--- src/rtl/shift_seq_if.sv ---
// Request/result bundle for the multi-cycle shift sequencer.
interface shift_seq_if;
    logic        start;
    logic [1:0]  op;
    logic [15:0] a;
    logic [15:0] b;
    logic [15:0] r;
    logic        busy;
    logic        done;

    modport master (
        output start,
        output op,
        output a,
        output b,
        input  r,
        input  busy,
        input  done
    );

    modport slave (
        input  start,
        input  op,
        input  a,
        input  b,
        output r,
        output busy,
        output done
    );
endinterface

--- src/rtl/shift_seq.sv ---
// 16-bit shift sequencer: sll/srl/sra/rol, one bit position per clock.
module shift_seq (
    input  logic        clk,
    input  logic        reset,
    shift_seq_if.slave  bus
);
    typedef enum logic [1:0] {
        S_IDLE,
        S_SHIFT,
        S_DONE
    } state_t;

    state_t      r_state;
    logic [15:0] r_acc;
    logic [3:0]  r_cnt;
    logic [1:0]  r_opq;
    logic        r_busy;
    logic        r_done;
    logic [15:0] w_step;

    always_comb begin
        w_step = r_acc;
        unique case (r_opq)
            2'b00: w_step = {r_acc[14:0], 1'b0};
            2'b01: w_step = {1'b0, r_acc[15:1]};
            2'b10: w_step = {r_acc[15], r_acc[15:1]};
            2'b11: w_step = {r_acc[14:0], r_acc[15]};
            default: w_step = r_acc;
        endcase
    end

    // busy/done are registered alongside the state so they never glitch
    always_ff @(posedge clk) begin
        if (reset) begin
            r_state <= S_IDLE;
            r_acc   <= 16'h0000;
            r_cnt   <= 4'd0;
            r_opq   <= 2'b00;
            r_busy  <= 1'b0;
            r_done  <= 1'b0;
        end else begin
            unique case (r_state)
                S_IDLE, S_DONE: begin
                    r_done <= 1'b0;
                    if (bus.start) begin
                        r_acc   <= bus.a;
                        r_cnt   <= bus.b[3:0];
                        r_opq   <= bus.op;
                        r_state <= S_SHIFT;
                        r_busy  <= 1'b1;
                    end else begin
                        r_state <= S_IDLE;
                        r_busy  <= 1'b0;
                    end
                end
                S_SHIFT: begin
                    if (r_cnt != 4'd0) begin
                        r_acc <= w_step;
                        r_cnt <= r_cnt - 4'd1;
                    end else begin
                        r_state <= S_DONE;
                        r_busy  <= 1'b0;
                        r_done  <= 1'b1;
                    end
                end
                default: begin
                    r_state <= S_IDLE;
                    r_busy  <= 1'b0;
                    r_done  <= 1'b0;
                end
            endcase
        end
    end

    assign bus.r    = r_acc;
    assign bus.busy = r_busy;
    assign bus.done = r_done;
endmodule
--- src/flat_wrapper.sv ---
// flat-port wrapper written by rule: the top's interface ports become plain ports
module shift_seq_flat 
  (clk, reset, bus_start, bus_op, bus_a, bus_b, bus_r, bus_busy, bus_done);
  shift_seq_if bus_i ();
  input  logic clk;
  input  logic reset;
  input wire logic [$bits(bus_i.start)-1:0] bus_start;
  input wire logic [$bits(bus_i.op)-1:0] bus_op;
  input wire logic [$bits(bus_i.a)-1:0] bus_a;
  input wire logic [$bits(bus_i.b)-1:0] bus_b;
  output wire logic [$bits(bus_i.r)-1:0] bus_r;
  output wire logic [$bits(bus_i.busy)-1:0] bus_busy;
  output wire logic [$bits(bus_i.done)-1:0] bus_done;
  assign bus_i.start = bus_start;
  assign bus_i.op = bus_op;
  assign bus_i.a = bus_a;
  assign bus_i.b = bus_b;
  assign bus_r = bus_i.r;
  assign bus_busy = bus_i.busy;
  assign bus_done = bus_i.done;
  shift_seq u_core (.clk(clk), .reset(reset), .bus(bus_i));
endmodule
--- config.mk ---
export PLATFORM = sky130hd
export DESIGN_NAME = shift_seq_flat
export DESIGN_NICKNAME = d
export VERILOG_FILES = /design/src/rtl/shift_seq_if.sv /design/src/rtl/shift_seq.sv /design/src/flat_wrapper.sv
export SDC_FILE = /design/constraint.sdc
export NUM_CORES = 1
export LEC_CHECK = 0
export BUFFER_PORTS_ARGS = -buffer_cell sky130_fd_sc_hd__buf_4
export CORE_ASPECT_RATIO = 2
export CORE_UTILIZATION = 26
export CTS_CLUSTER_SIZE = 25
export DETAILED_ROUTE_END_ITERATION = 10
export HOLD_SLACK_MARGIN = 0.12
export MAX_ROUTING_LAYER = met4
export SYNTH_ARGS = -nofsm -noshare
export SYNTH_HDL_FRONTEND = slang
export SYNTH_SLANG_ARGS = --single-unit
--- constraint.sdc ---
create_clock -name clk -period 2.1 [get_ports clk]
set_input_delay 0.315 -clock clk [delete_from_list [all_inputs] [get_ports clk]]
set_output_delay 0.315 -clock clk [all_outputs]
set_load 0.03 [all_outputs]
==> impl_metrics.env <==
export IMPL_fin_nets=239
export IMPL_cp_top_family="compound AO/OA/AOI/OAI gates"
export IMPL_fp_dieH_um=104
export IMPL_path_cells="inv_1, ha_1, or3b_1, a21oi_2, buf_4, a211oi_1, a211oi_1"
export IMPL_synth_fa_ha_area_share_pct=1.83
export IMPL_io_buffers=42
export IMPL_numCtsBuffers=3
export IMPL_synth_simple_gate_area_share_pct=16.3
export IMPL_period_minus_slack_ps=1810
export IMPL_antenna_found_initial=0
export IMPL_slowest_stage="or3b_1"
export IMPL_postCtsHoldBufs=0
export IMPL_finalMaxSlewViolations=0
export IMPL_num_antenna_cells=0
export IMPL_synth_edf_count=0
export IMPL_whs_ps=288
export IMPL_crit_top_cell="a211oi_1"
export IMPL_power_density_nw_per_um2=756
export IMPL_syn_instance_count=160
export IMPL_outcome="finished, final reports clean"
export IMPL_ios=55
export IMPL_viasPerCell=4.79
export IMPL_synth_top_family_by_area="compound AO/OA/AOI/OAI gates"
export IMPL_critPathKind="reg -> reg"
export IMPL_ys_ff_latch=25
export IMPL_synth_warnings=0
export IMPL_layout_commonest_cell="buf_4"
export IMPL_numClockSinks=25
export IMPL_cts_tree="built"
export IMPL_ant_nets=0
export IMPL_rsz0062_at_grt="no"
export IMPL_synthFlopType="dfxtp_1"
export IMPL_cts_resized=0
export IMPL_num_vias=1231
export IMPL_grt_overflow_total=0
export IMPL_wire_per_inst_um=13.5
export IMPL_tns_ps=0
export IMPL_cp_arrival_ps=1990
export IMPL_ir_drop_uv=335
export IMPL_drt_total_wl_um=3470
export IMPL_slew_headroom_pct=71.7
export IMPL_drc_errors=0
export IMPL_syn_area_um2=1360
export IMPL_yosys_area_top_type="dfxtp_1"
export IMPL_cp_buffers_inverters=2
export IMPL_cts_max_path_buffers=2
export IMPL_dr_first_iter_drc_count=23
export IMPL_final_cell_mix="buf_4 (48), dfxtp_1 (25), nor2_1 (21), nand2_1 (18), mux2i_1 (17)"
export IMPL_clk_pin_slew_ps=90
export IMPL_endpoint_kind="flop"
export IMPL_grt_pass1_wl_um=5480
export IMPL_yosys_cell_types_count=29
export IMPL_grt_total_usage_pct=13.5
export IMPL_syn_to_final_growth_pct=29.5
export IMPL_setup_viol=0
export IMPL_die_width_um=53.2
export IMPL_avgSynthCellArea_um2=8.52
export IMPL_drive_above_1_share_pct=28.6
export IMPL_slowest_delay_ps=430
export IMPL_startpoint_type="flop"
export IMPL_cts_root_buf="clkbuf_8"
export IMPL_place_area_um2=1720
export IMPL_final_area_um2=1770
export IMPL_core_area_um2=5090
export IMPL_yosys_top_cells_area="dfxtp_1 (37%), mux2i_1 (12%), a211o_1 (9.6%), a21oi_1 (6.2%), nor2_1 (5.8%)"
export IMPL_power_mw=1.34
export IMPL_synthArstFlopShare_pct=0
export IMPL_synthMuxAreaShare_pct=12.5
export IMPL_synth_top_area_share_pct=36.7
export IMPL_clk_latency_ps=270
export IMPL_drt_pass1_iter_count=5
export IMPL_syn_nets=199
export IMPL_hold_viol_final=0
export IMPL_drv_cap=0
export IMPL_rows=37
export IMPL_hold_path_class="in -> reg"
export IMPL_gp_congestion=0.732
export IMPL_postCtsSetupBuffers=0
export IMPL_synth_compound_area_share_pct=23.3
export IMPL_period_share_pct=86.0
export IMPL_skew_ps=4.52
export IMPL_grt_max_degree=26
export IMPL_grt_pass1_vias=1195
export IMPL_tightest_slew_ps=424
export IMPL_synthXorXnorAreaFrac_pct=2.02
export IMPL_ys_seq_area_share_pct=36.7
export IMPL_crit_required_ps=2290
export IMPL_fmaxAchievable_ghz=0.554
export IMPL_power_leakage_nw=0.740
export IMPL_die_area_um2=5560
export IMPL_crit_fanout=22
export IMPL_dp_hpwl_um=2540
export IMPL_htreeDepth=1
export IMPL_start_util_pct=26.8
[through the flow]
step                cells  utilization, %  setup WS, ps
floorplan             160               -           344
global placement      253            33.8           320
detailed placement    253            33.8           293
CTS                   257            34.7           272
global route          257            34.7           152
finish                257            34.7           293
[cell families after synthesis]
kind of cell	count (synthesis)
fa+ha+maj	2
xor+xnor	1
compound gates	46
buf+inv	18
flops	25
simple gates	51
mux	17
[worst paths after layout]
kind                                                    from                            to  slack (ps)  cells after the start
worst max register to register  u_core.r_cnt[0]$_SDFFE_PP0P_  u_core.r_cnt[1]$_SDFFE_PP0P_         290                      7
worst min register to register  u_core.bus.done$_SDFFE_PP0N_  u_core.bus.done$_SDFFE_PP0N_         460                      2
worst max-delay path            u_core.r_cnt[0]$_SDFFE_PP0P_  u_core.r_cnt[1]$_SDFFE_PP0P_         290                      7
worst min-delay path                               bus_op[1]  u_core.r_opq[1]$_SDFFE_PP0P_         290                      3
[sequential cells by signal, summed over array words and instances (netlist names)]
name / cells
u_core.r_state: 2
u_core.bus.done: 1
u_core.bus.r: 16
u_core.r_cnt: 4
u_core.r_opq: 2
[layout make-up]
type | instances | area (µm²)
inverter | 5 | 18.8
fill | 556 | 3330
timing repair buffer | 48 | 360
tap | 58 | 72.6
multi-input combinational | 117 | 769
clock buffer | 4 | 45.0
sequential | 25 | 500
[per-layer routing]
layer  GRT usage [%]  vias to the layer above  part of all wire, %
met5               -                        -                    0
met4            5.83                        0                  1.7
met3           0.877                        4                  3.0
met2            23.4                       24                   56
met1            15.0                      564                   39
li1                -                      639                    -
[synthesized netlist by cell type (all sizes together) (2+ instances only)]
| library cell | count |
|---|---|
| ha | 2 |
| inv | 5 |
| nor2 | 21 |
| buf | 6 |
| nor2b | 2 |
| nand2 | 18 |
| a21oi | 19 |
| dfxtp | 25 |
| a211o | 15 |
| clkbuf | 7 |
| nor3 | 3 |
| a21o | 3 |
| o21ai | 2 |
| mux2i | 17 |
| nand3b | 2 |
| a31oi | 2 |
| a211oi | 5 |
[where the power goes]
group	total (mW)	switching [mW]	internal, mW
combinational	0.464	0.259	0.205
clock	0.289	0.153	0.136
sequential	0.582	0.0565	0.526
total	1.34	0.469	0.867
[tightest hold or removal path, delay by kind of cell]
kind | cells | cell delay [ps]
AND/OR/NAND/NOR | 1 | 70
buffers and inverters | 1 | 80
multiplexers | 1 | 60
(Power assumes the default switching activity.)
